--- config.mk ---
export PLATFORM = sky130hd
export DESIGN_NAME = uart_rx_fifo
export DESIGN_NICKNAME = d
export VERILOG_FILES = /design/src/rtl/uart_pkg.sv /design/src/rtl/sync_fifo.sv /design/src/rtl/uart_rx_fifo.sv
export SDC_FILE = /design/constraint.sdc
export NUM_CORES = 1
export LEC_CHECK = 0
export BUFFER_PORTS_ARGS = -buffer_cell sky130_fd_sc_hd__buf_2
export CAP_MARGIN = 10
export CORE_MARGIN = 2
export CORE_UTILIZATION = 42
export DETAILED_ROUTE_END_ITERATION = 10
export GPL_ROUTABILITY_DRIVEN = 0
export SYNTH_ARGS = -nofsm -noshare
export SYNTH_HDL_FRONTEND = slang
export SYNTH_SLANG_ARGS = --single-unit
--- constraint.sdc ---
create_clock -name clk -period 2.6 [get_ports clk]
set_input_delay 0.65 -clock clk [delete_from_list [all_inputs] [get_ports clk]]
set_output_delay 0.65 -clock clk [all_outputs]
set_load 0.01 [all_outputs]
--- src/rtl/uart_pkg.sv ---
// Shared definitions for the board UART: receiver state encoding, bit timing helper, frame width.
package uart_pkg;

    localparam int unsigned DATA_BITS = 8;

    typedef enum logic [2:0] {
        IDLE,
        START,
        DATA,
        PARITY,
        STOP,
        WAIT_IDLE
    } uart_state_t;

    function automatic int unsigned clks_per_bit(input int unsigned clk_hz, input int unsigned baud);
        return clk_hz / baud;
    endfunction

endpackage

--- src/rtl/sync_fifo.sv ---
// Show-ahead synchronous FIFO; head entry is always presented on rd_data.
// A write into a full FIFO is accepted only when a read frees the slot in the same cycle.
module sync_fifo
    import uart_pkg::*;
#(
    parameter int unsigned WIDTH = 8,
    parameter int unsigned DEPTH = 16
) (
    input  logic             clk,
    input  logic             rst,
    input  logic             wr_en,
    input  logic [WIDTH-1:0] wr_data,
    input  logic             rd_en,
    output logic [WIDTH-1:0] rd_data,
    output logic             empty,
    output logic             full
);

    localparam int unsigned AW = $clog2(DEPTH);
    localparam logic [AW:0] PTR_ONE = 1;

    logic [WIDTH-1:0] mem [DEPTH];
    logic [AW:0]      wr_ptr;
    logic [AW:0]      rd_ptr;
    logic             rd_ok;
    logic             wr_ok;

    // Pointers carry one extra wrap bit so full and empty are distinguishable.
    assign empty   = (wr_ptr == rd_ptr);
    assign full    = (wr_ptr[AW] != rd_ptr[AW]) && (wr_ptr[AW-1:0] == rd_ptr[AW-1:0]);
    assign rd_ok   = rd_en && !empty;
    assign wr_ok   = wr_en && (!full || rd_ok);
    assign rd_data = mem[rd_ptr[AW-1:0]];

    always_ff @(posedge clk or negedge rst) begin
        if (!rst) begin
            wr_ptr <= '0;
            rd_ptr <= '0;
            for (int unsigned i = 0; i < DEPTH; i++) begin
                mem[AW'(i)] <= '0;
            end
        end else begin
            if (wr_ok) begin
                mem[wr_ptr[AW-1:0]] <= wr_data;
                wr_ptr              <= wr_ptr + PTR_ONE;
            end
            if (rd_ok) begin
                rd_ptr <= rd_ptr + PTR_ONE;
            end
        end
    end

endmodule

--- src/rtl/uart_rx_fifo.sv ---
// UART receiver (8N1) with byte FIFO for the CPU MMIO handshake.
// Define UART_RX_PARITY_EN for 8E1 framing with a parity_err pulse output.
module uart_rx_fifo
    import uart_pkg::*;
#(
    parameter int unsigned CLK_HZ     = 10_000_000,
    parameter int unsigned BAUD       = 115_200,
    parameter int unsigned FIFO_DEPTH = 16
) (
    input  logic       clk,
    input  logic       rst,
    input  logic       rx,
    input  logic       r_enable,
    output logic       r_ready,
    output logic [7:0] r_data_out,
    output logic       r_overflow,
    output logic       frame_err
`ifdef UART_RX_PARITY_EN
    ,
    output logic       parity_err
`endif
);

    localparam int unsigned CPB  = clks_per_bit(CLK_HZ, BAUD);
    localparam int unsigned HALF = CPB / 2;
    localparam int unsigned TW   = $clog2(CPB);
    localparam int unsigned BW   = $clog2(DATA_BITS);

    uart_state_t             state;
    uart_state_t             state_nx;
    logic [1:0]              sync;
    logic                    rx_s;
    logic [TW-1:0]           tick;
    logic [BW-1:0]           bit_cnt;
    logic [DATA_BITS-1:0]    shift;
    logic                    half_done;
    logic                    bit_done;
    logic                    last_bit;
    logic                    tick_clr;
    logic                    shift_en;
    logic                    push;
    logic                    frame_hit;
    logic                    par_bad;
    logic                    fifo_empty;
    logic                    fifo_full;
    logic                    drop;
`ifdef UART_RX_PARITY_EN
    logic                    par_hit;
`endif

    assign rx_s      = sync[1];
    assign half_done = (tick == TW'(HALF - 1));
    assign bit_done  = (tick == TW'(CPB - 1));
    assign last_bit  = (bit_cnt == BW'(DATA_BITS - 1));

    always_ff @(posedge clk or negedge rst) begin
        if (!rst) begin
            sync <= 2'b11;
        end else begin
            sync <= {sync[0], rx};
        end
    end

    always_ff @(posedge clk or negedge rst) begin
        if (!rst) begin
            state <= IDLE;
        end else begin
            state <= state_nx;
        end
    end

    always_comb begin
        state_nx = state;
        case (state)
            IDLE:      if (!rx_s) state_nx = START;
            START:     if (half_done) state_nx = rx_s ? IDLE : DATA;
            DATA: begin
                if (bit_done && last_bit) begin
`ifdef UART_RX_PARITY_EN
                    state_nx = PARITY;
`else
                    state_nx = STOP;
`endif
                end
            end
            PARITY:    if (bit_done) state_nx = STOP;
            STOP:      if (bit_done) state_nx = rx_s ? IDLE : WAIT_IDLE;
            WAIT_IDLE: if (rx_s) state_nx = IDLE;
            default:   state_nx = IDLE;
        endcase
    end

    // The tick counter restarts on every sample point and whenever the FSM is not timing a bit.
    always_comb begin
        tick_clr  = 1'b1;
        shift_en  = 1'b0;
        push      = 1'b0;
        frame_hit = 1'b0;
`ifdef UART_RX_PARITY_EN
        par_hit   = 1'b0;
`endif
        case (state)
            START:  tick_clr = half_done;
            DATA: begin
                tick_clr = bit_done;
                shift_en = bit_done;
            end
            PARITY: begin
                tick_clr = bit_done;
`ifdef UART_RX_PARITY_EN
                par_hit  = bit_done && ((^shift) ^ rx_s);
`endif
            end
            STOP: begin
                tick_clr  = bit_done;
                push      = bit_done && rx_s && !par_bad;
                frame_hit = bit_done && !rx_s;
            end
            default: tick_clr = 1'b1;
        endcase
    end

    always_ff @(posedge clk or negedge rst) begin
        if (!rst) begin
            tick      <= '0;
            bit_cnt   <= '0;
            shift     <= '0;
            frame_err <= 1'b0;
        end else begin
            tick      <= tick_clr ? '0 : tick + TW'(1);
            frame_err <= frame_hit;
            if (state == IDLE) begin
                bit_cnt <= '0;
            end else if (shift_en) begin
                bit_cnt <= bit_cnt + BW'(1);
            end
            if (shift_en) begin
                shift <= {rx_s, shift[DATA_BITS-1:1]};
            end
        end
    end

`ifdef UART_RX_PARITY_EN
    always_ff @(posedge clk or negedge rst) begin
        if (!rst) begin
            par_bad    <= 1'b0;
            parity_err <= 1'b0;
        end else begin
            parity_err <= par_hit;
            if (state == IDLE) begin
                par_bad <= 1'b0;
            end else if (par_hit) begin
                par_bad <= 1'b1;
            end
        end
    end
`else
    assign par_bad = 1'b0;
`endif

    sync_fifo #(
        .WIDTH (DATA_BITS),
        .DEPTH (FIFO_DEPTH)
    ) u_fifo (
        .clk     (clk),
        .rst     (rst),
        .wr_en   (push),
        .wr_data (shift),
        .rd_en   (r_enable),
        .rd_data (r_data_out),
        .empty   (fifo_empty),
        .full    (fifo_full)
    );

    assign r_ready = !fifo_empty;
    assign drop    = push && fifo_full && !(r_enable && !fifo_empty);

    // A drop in the same cycle as a pop keeps the flag set.
    always_ff @(posedge clk or negedge rst) begin
        if (!rst) begin
            r_overflow <= 1'b0;
        end else if (drop) begin
            r_overflow <= 1'b1;
        end else if (r_enable && !fifo_empty) begin
            r_overflow <= 1'b0;
        end
    end

endmodule

; Word-level counts from Yosys, hierarchy flattened
; Cells that the tools add are included.
; W data, S select, Z words.
[totals]
input_bits = 4
out_inout_bits = 11
elab_cells = 94
ff_bits = 163
[op_classes]
order_cmp = 3
reduce_logical = 19
n_eq_ne = 17
bitwise_logic = 2
mux = 24
n_addsub = 4
[op_table]
columns = cell, n
row1 = $bwmux W128, 1
row2 = $bmux W8 S4, 1
row3 = $demux W8 S4, 1
row4 = $mux W3, 9
row5 = $mux W8, 3
row6 = $pmux W3 S6, 1
row7 = $ne A2 B2 Y1 const B, 6
row8 = $add A5 B1 Y5 const B, 2
row9 = $ge A5 B5 Y1 const B, 2
row10 = $not A4 Y5, 2
row11 = $eq A3 B3 Y1 const B, 3
row12 = $logic_and A1 B1 Y1, 9
row13 = $add A7 B1 Y7 const B, 1
row14 = $eq A7 B6 Y1 const B, 1
row15 = $eq A7 B7 Y1 const B, 1
row16 = $mux W7, 1
row17 = $eq A3 B2 Y1 const B, 2
row18 = $reduce_and A6 Y1, 1
row19 = $eq A5 B5 Y1, 1
row20 = $lt A5 B1 Y1 const B, 1
row21 = $mux W1, 5
row22 = $eq A4 B4 Y1, 1
row23 = $logic_not A1 Y1, 4
row24 = $reduce_bool A2 Y1, 2
row25 = other kinds (8), 8

; Depth between registers and ports, before layout
; Gate-level depths: netlist of run 1.
[logic_depth]
word_depth = 6
depth_mapped = 7
ltp_nobuf = 7

; Modules after synthesis
; A second synthesis of run 1 with hierarchy kept.
[unflattened]
hier_cells = 537
hier_area_um2 = 7689.9
[by_module_without_submodules]
columns = mod, seq_area_each_um2, area_each_um2, cells_each, instances
row1 = sync_fifo, 3453.3, 6488.7, 430, 1
row2 = uart_rx_fifo, 628.1, 1201.2, 107, 1

; Worst setup path after synthesis of run 1
; Ideal clock, no wire load.
[synth_path]
path_kind = register to output
startpoint = register u_fifo.rd_ptr[0]
endpoint = output port r_data_out[6]
arrival_ns = 1.789
slack_ns = 0.161
path_stages_with_launch = 6
cell_sequence = dfrtp_1 > buf_4 > buf_1 > mux4_2 > a22oi_1 > nand2_1
[synth_between]
elab_chain_cells = 4
[synth_lines]
columns = element, line_no
row1 = from (decl), sync_fifo.sv:24  ; logic [AW:0] rd_ptr;
row2 = from (signal assigned), sync_fifo.sv:48  ; rd_ptr <= rd_ptr + PTR_ONE;
row3 = $not A4 Y5 (implied by the code), sync_fifo.sv:33  ; assign rd_data = mem[rd_ptr[AW-1:0]];
row4 = $bmux W8 S4, sync_fifo.sv:33
row5 = $mux W8 (implied by the code) (2 in series), sync_fifo.sv:33
row6 = to (decl), uart_rx_fifo.sv:15  ; output logic [7:0] r_data_out,
; Every way passes these cells. The select of a mux whose other input is x is not followed.

; Final worst setup path of run 1
; Same ends and word-level chain as after synthesis.

==> summary.txt, run 1 <==
Synthesis
  – Syn Area/Cell: 14.8 µm²
  – Most used DFF post-synth: dfrtp_1
  – Async SR Flop Fraction: 100%
  – FF+latch count, synth: 163
  – Synth cell types: 44
  – EDFF count, synth: 0
  – Main combinational cell family by area after synthesis: multiplexers
  – Post-Synth Simple-Gate Area: 6.88%
  – Top-count cell post-synth: dfrtp_1
  – Compound-cell area share of the yosys netlist: 3.99%
  – Share of the synthesized area in the top cell type: 52.9%
  – Post-Syn Instances: 515
  – Syn Nets: 529
  – Yosys Warn Count: 0
  – Synth Area in XOR/XNOR: 2.07%
  – Top cells by count, synth: dfrtp_1, mux2_2, mux4_2
  – Post-synthesis adder-cell area fraction: 1.64%
  – Cell Area, Synth: 0.00761 mm²
  – Synth area leader: dfrtp_1
  – Seq/Total Area, Yosys: 53.6%
  – Mux share of post-synthesis cell area: 29.7%
  – Largest cells by area after synthesis: dfrtp_1, mux2_2, mux4_2

Pwr
  – Pwr dens: 616 mW/mm²
  – Combinational Power Share: 2.1%
  – Switching power: 1.10 mW
  – Share of power burned in the clock network: 50.9%
  – Total Power: 5.46 mW
  – Seq pwr share: 47.0%
  – Max IR drop VDD: 0.449 mV
  – Internal power: 4.37 mW
  – Leak: 4.24 nW
  – Sw Share: 20.1%

Floorplan
  – Die footprint: 0.0192 mm²
  – Die Wd: 139 µm
  – Die height: 139 µm
  – Rows: 49
  – Core area: 0.0179 mm²
  – IO Count: 15
  – Starting Density: 42.5%

Critical path
  – R2R Setup Slk: 0.01 ns
  – Worst EP arrival: 2.06 ns
  – Worst path cell trace: buf_12 -> mux4_2 -> a22oi_2 -> nand2_1 -> buf_2
  – CP Class: reg2out
  – CP Data Required Time: 1.95 ns
  – Slowest cell on crit path: mux4_2
  – CP max FO: 10
  – Critical Path End Type: primary output
  – CP startpoint kind: flop
  – CP bufs+invs: 2
  – Crit path max-delay family: multiplexers
  – Worst path max stage delay: 0.58 ns

Detailed routing
  – Met3 Wirelength: 419 µm
  – Highest metal used: met4
  – Met2 WL: 8380 µm
  – Routed len/inst: 21.1 µm
  – DRC violations left: 0
  – Wl on met1: 7480 µm
  – Drt first pass iters: 4
  – Final wirelength: 16700 µm
  – Via count: 4422
  – Post-route ant nets: 0
  – Vias/cell: 5.60
  – Initial DRC Count: 182

Clock tree
  – CTS tree: yes
  – Cts hold-fix bufs: 0
  – Clock transition at path regs: 0.06 ns
  – Clk sinks: 163
  – Root Buffer: clkbuf_16
  – CTS Buf Count: 17
  – Clk Latency, worst-skew pair: 0.43 ns
  – Clock Path Buffers: 2
  – # H-tree levels: 4

Timing
  – Final setup fails: 8
  – Fin crit share: 104%
  – Min setup slack post-route: -0.105 ns
  – Fmax: 0.370 GHz
  – Setup Skew: 0.00688 ns
  – Final Hold Vio Count: 0
  – Hold Slack: 0.189 ns
  – Unrepaired setup endpoints after global routing: yes
  – Worst-margin pin slew: 0.741 ns
  – Fin crit period: 2.71 ns
  – Slew Limit Fails: 0
  – Slew margin rel.: 50.6%

Final layout
  – Design Area, Final: 0.00886 mm²
  – FILL cells: 1513
  – Nets: 561
  – Synth-to-layout area growth: 16.4%
  – Share of cells above drive strength 1: 50.0%
  – Post-layout util: 49.5%
  – Antenna diodes: 0

GRT
  – GR Util All Layers: 18.7%
  – GR Overflow Total: 0
  – Number of global-route vias before repair: 4782
  – Largest net degree at the start of global routing: 60
  – First-pass GRT wire length: 27200 µm
  – Initial antenna violation count: 0

Place
  – # port buffers: 14
  – Placed Area: 0.00811 mm²
  – Post-DP HPWL: 10800 µm

Job
  – Maxcap violations: 0

Hold path
  – Hold Crit Class: in2async

Outcome
  – Failing checks: negative setup slack
  – Status: finished with violations
## layout by cell type (no fill, tap or decap), types with 2 or more instances in the layout
cell type  netlist  final
buf_4            4     20
nor2b_1          4      3
nand2_1         16     16
buf_6            0      3
bufinv_16        0      5
clkbuf_1        18      3
mux4_2          32     32
a22oi_2          0     12
nor4b_1          2      2
clkbuf_8         0      3
clkinv_2         0      2
a21oi_1          2      2
buf_12           0      6
xor2_1           6      6
a21o_1           2      2
inv_1            8      8
o21ai_0          5      5
ha_1            10     10
xnor2_1         12     12
buf_2            4     13
clkbuf_16        0     17
mux2_2         137    137
nand2_2          9      8
nor2_1          15     15
nand3_1         14     14
and3_1           4      4
a22oi_1         16      4
a2111oi_4        3      3
dfstp_2          2      2
nor3_1           2      2
nand3_2          6      6
dfrtp_1        161    160
## layout make-up
| cell class | count | area (µm²) | area share [%] |
|---|---|---|---|
| clock inverters | 9 | 176 | 1.99 |
| inverters | 8 | 30.0 | 0.339 |
| well taps | 229 | 287 | 3.23 |
| flip-flops and latches | 163 | 4080 | 46.1 |
| clock buffers | 23 | 478 | 5.39 |
| repair buffers | 42 | 369 | 4.16 |
| multi-input cells | 315 | 3440 | 38.8 |
## worst register-to-register path, cell delays in order (launching register included)
cell       delay [ns]
dfrtp_2          0.48
buf_4            0.18
xor2_1           0.25
nor4_4           0.08
buf_4            0.16
buf_12           0.13
a2111oi_4        0.47
nand2_2          0.36
mux2_2           0.38
## power groups by stage
stage | sequential [mW] | combinational [mW] | clock (mW)
detailed placement | 2.61 | 0.119 | 0
CTS | 2.56 | 0.120 | 2.82
finish | 2.57 | 0.115 | 2.78
global route | 2.57 | 0.134 | 2.96
global placement | 2.61 | 0.114 | 0
floorplan | 2.61 | 0.0415 | 0
## cells by family after synthesis
group	count (synthesis)
mux	169
flops	163
simple gates	85
buf+inv	37
compound gates	33
xor+xnor	18
fa+ha+maj	10
## path summary, 6_finish.rpt
check	start	to	cells past startpoint
max	u_fifo.rd_ptr[0]$_DFFE_PN0P_	r_data_out[6]	5
max in group asynchronous	rst	sync[0]$_DFF_PN1_	2
min reg2reg	sync[0]$_DFF_PN1_	sync[1]$_DFF_PN1_	0
min in group clk	rx	sync[0]$_DFF_PN1_	1
min	rst	u_fifo.mem[92]$_DFFE_PN0P_	1
max reg2reg	u_fifo.rd_ptr[0]$_DFFE_PN0P_	u_fifo.mem[73]$_DFFE_PN0P_	8
## per-layer routing
layer	global-route usage [%]	vias up
met5	0	-
met2	31.1	66
li1	-	1974
met1	24.3	2357
met3	3.94	25
met4	7.34	0
## flip-flops by register name, summed over array words and instances, names as in the netlist
name and count:
frame_err 1, sync 2, r_overflow 1, bit_cnt 3
tick 7, shift 8, u_fifo.mem 128, u_fifo.rd_ptr 5
state 3, u_fifo.wr_ptr 5
## per-stage QoR
stage	std cells	TNS (ns)	setup WS (ns)
finish	789	-0.573	-0.105
CTS	789	-0.932	-0.145
global placement	754	0	0.177
global route	789	-2.72	-0.176
detailed placement	754	0	0.163
floorplan	515	0	0.161
## timing repair
item	CTS	global route
setup buffers	2	1
gates resized for setup	13	4
hold endpoints to repair	0	0
gates cloned	1	0
setup endpoints to repair	8	9
pin swaps	7	2
Power figures use the tool's default switching activity.
==> run 2, diff against run 1 <==
--- a/config.mk
+++ b/config.mk
@@ -9,6 +9,7 @@
 export CAP_MARGIN = 10
 export CORE_MARGIN = 2
 export CORE_UTILIZATION = 42
+export CTS_CLUSTER_DIAMETER = 120
 export DETAILED_ROUTE_END_ITERATION = 10
 export GPL_ROUTABILITY_DRIVEN = 0
 export SYNTH_ARGS = -nofsm -noshare
==> constraint.sdc (replaced) <==
create_clock -name clk -period 2.9 [get_ports clk]
set_input_delay 0.725 -clock clk [delete_from_list [all_inputs] [get_ports clk]]
set_output_delay 0.725 -clock clk [all_outputs]
set_load 0.01 [all_outputs]
==> summary.txt, run 2 (synthesis results as in run 1) <==
Detailed routing
  – DRC violations left: 0 (unchanged)
  – Initial DRC Count: 245 (was 182)
  – Post-route ant nets: 0 (unchanged)
  – Routed len/inst: 22.1 µm (was 21.1 µm)
  – Via count: 4448 (was 4422)
  – Final wirelength: 17300 µm (was 16700 µm)
  – Drt first pass iters: 5 (was 4)
  – Vias/cell: 5.70 (was 5.60)

Critical path
  – CP max FO: 8 (was 10)
  – Worst path cell trace: buf_4 -> buf_16 -> mux4_2 -> a22oi_2 -> nand2_1 -> buf_2 (was buf_12 -> mux4_2 -> a22oi_2 -> nand2_1 -> buf_2)
  – CP startpoint kind: flop (unchanged)
  – CP Data Required Time: 2.17 ns (was 1.95 ns)
  – RR Startpoint: tick[1]$_DFF_PN0_ (was u_fifo.rd_ptr[0]$_DFFE_PN0P_)
  – CP bufs+invs: 3 (was 2)
  – Worst EP arrival: 2.12 ns (was 2.06 ns)
  – Slowest cell on crit path: mux4_2 (unchanged)
  – Worst R2R Path Depth: 7 (was 8)
  – Critical Path End Type: primary output (unchanged)
  – CP Class: reg2out (unchanged)
  – WP depth: 6 (was 5)
  – R2R Setup Slk: 0.41 ns (was 0.01 ns)
  – Crit path max-delay family: multiplexers (unchanged)
  – Reg-to-reg endpoint: u_fifo.mem[80]$_DFFE_PN0P_ (was u_fifo.mem[73]$_DFFE_PN0P_)
  – Worst path max stage delay: 0.53 ns (was 0.58 ns)

Final layout
  – Synth-to-layout area growth: 16.0% (was 16.4%)
  – Nets: 554 (was 561)
  – Antenna diodes: 0 (unchanged)
  – Commonest non-fill, non-tap cells in the layout: dfrtp_1, mux2_2, mux4_2 (unchanged)
  – Regs by FF count: u_fifo.mem x128, shift x8, tick x7 (unchanged)
  – Max reg flops: 128 (unchanged)
  – Post-layout util: 49.3% (was 49.5%)
  – FILL cells: 1517 (was 1513)
  – Commonest non-fill, non-tap cell in the layout: dfrtp_1 (unchanged)
  – Share of cells above drive strength 1: 49.8% (was 50.0%)
  – Largest reg by FF count: u_fifo.mem (unchanged)

Floorplan
  – Die footprint: 0.0192 mm² (unchanged)
  – Core area: 0.0179 mm² (unchanged)
  – Die height: 139 µm (unchanged)
  – Starting Density: 42.5% (unchanged)
  – Die Wd: 139 µm (unchanged)
  – IO Count: 15 (unchanged)
  – Rows: 49 (unchanged)

GRT
  – GR Overflow Total: 0 (unchanged)
  – Largest net degree at the start of global routing: 57 (was 60)
  – First-pass GRT wire length: 27500 µm (was 27200 µm)
  – Initial antenna violation count: 0 (unchanged)
  – GR Util All Layers: 19.0% (was 18.7%)
  – Number of global-route vias before repair: 4706 (was 4782)

Clock tree
  – # H-tree levels: 4 (unchanged)
  – Root Buffer: clkbuf_16 (unchanged)
  – Clk Latency, worst-skew pair: 0.44 ns (was 0.43 ns)
  – Clock transition at path regs: 0.06 ns (about the same)
  – CTS tree: yes (unchanged)
  – CTS Buf Count: 17 (unchanged)
  – Clock Path Buffers: 2 (unchanged)
  – Clk sinks: 163 (unchanged)

Place
  – Setup WS pre-CTS: 0.383 ns (was 0.163 ns)
  – Post-DP HPWL: 10300 µm (was 10800 µm)
  – # port buffers: 14 (unchanged)

Timing
  – Post-Route Setup TNS: 0 ns (was -0.573 ns)
  – Fin crit share: 98.2%
  – Hold Slack: 0.246 ns (was 0.189 ns)
  – Setup Skew: 0.0104 ns (was 0.00688 ns)
  – Final setup fails: 0 (was 8)
  – Fin crit period: 2.85 ns
  – Fmax: 0.351 GHz
  – Unrepaired setup endpoints after global routing: yes (unchanged)
  – Min setup slack post-route: 0.0521 ns (was -0.105 ns)
  – Final Hold Vio Count: 0 (unchanged)
  – Worst-margin pin slew: 0.810 ns (was 0.741 ns)
  – Slew Limit Fails: 0 (unchanged)
  – Slew margin rel.: 46.0% (was 50.6%)

Pwr
  – Leak: 4.20 nW (was 4.24 nW)
  – Max IR drop VDD: 0.421 mV (was 0.449 mV)
  – Pwr dens: 543 mW/mm² (was 616 mW/mm²)
  – Total Power: 4.80 mW (was 5.46 mW)

Outcome
  – Status: finished, final reports clean (was finished with violations)

Hold path
  – Hold Crit Class: in2async (unchanged)

Job
  – Maxcap violations: 0 (unchanged)
-- run 2: changes by cell type in the layout (fill, tap and decap cells not counted), moves of 3 or more --
cell and change:
clkbuf_1 -3, clkinvlp_4 +3, clkinv_4 +3, buf_4 -7
-- run 2: metrics by stage --
stage / cell area, µm² / cells
after global routing: 8830 / 781
final: 8830 / 781
after floorplan: 7610 / 515
after CTS: 8720 / 778
after detailed placement: 7990 / 741
after global placement: 7990 / 741
-- run 2: routing by layer --
layer  track usage, %  wire length, µm  up-vias  share of wire [%]
met5                0                0        -                  0
met4             6.59              381        0                2.2
met3             4.77              614       24                3.5
met2             30.3             8520       75                 49
met1             25.5             7790     2398                 45
li1                 -                -     1951                  -
-- run 2: worst max path at each step --
stage	start	end	slack [ns]
final	u_fifo.rd_ptr[0]$_DFFE_PN0P_	r_data_out[1]	0.05
after global placement	u_fifo.rd_ptr[0]$_DFFE_PN0P_	r_data_out[5]	0.39
after CTS	u_fifo.rd_ptr[0]$_DFFE_PN0P_	r_data_out[1]	-0.003
after detailed placement	u_fifo.rd_ptr[0]$_DFFE_PN0P_	r_data_out[5]	0.38
after floorplan	u_fifo.rd_ptr[0]$_DFFE_PN0P_	r_data_out[6]	0.39
after global routing	u_fifo.rd_ptr[0]$_DFFE_PN0P_	r_data_out[1]	-0.03
-- run 2: final cells by class --
cell class / instances / area [µm²] / area share [%]
timing repair buffer: 35 / 359 / 4.07
clock inverter: 12 / 181 / 2.05
inverter: 8 / 30.0 / 0.340
sequential: 163 / 4080 / 46.2
multi-input combinational: 315 / 3440 / 38.9
clock buffer: 19 / 453 / 5.13
tap: 229 / 287 / 3.24
-- run 2: repair_timing --
| action | in CTS | in global routing |
|---|---|---|
| setup endpoints to repair | 8 | 8 |
| resized for setup | 4 | 11 |
| setup buffers | 4 | 1 |
| cloned | 2 | 2 |
| pin swaps | 0 | 1 |
| hold buffers | 0 | 0 |
-- run 2: power breakdown --
group	switching, mW	total [mW]	leakage, nW	internal [mW]
registers	0.0227	2.31	2.26	2.29
clock network	0.920	2.40	0.297	1.48
logic	0.0634	0.0879	1.64	0.0246
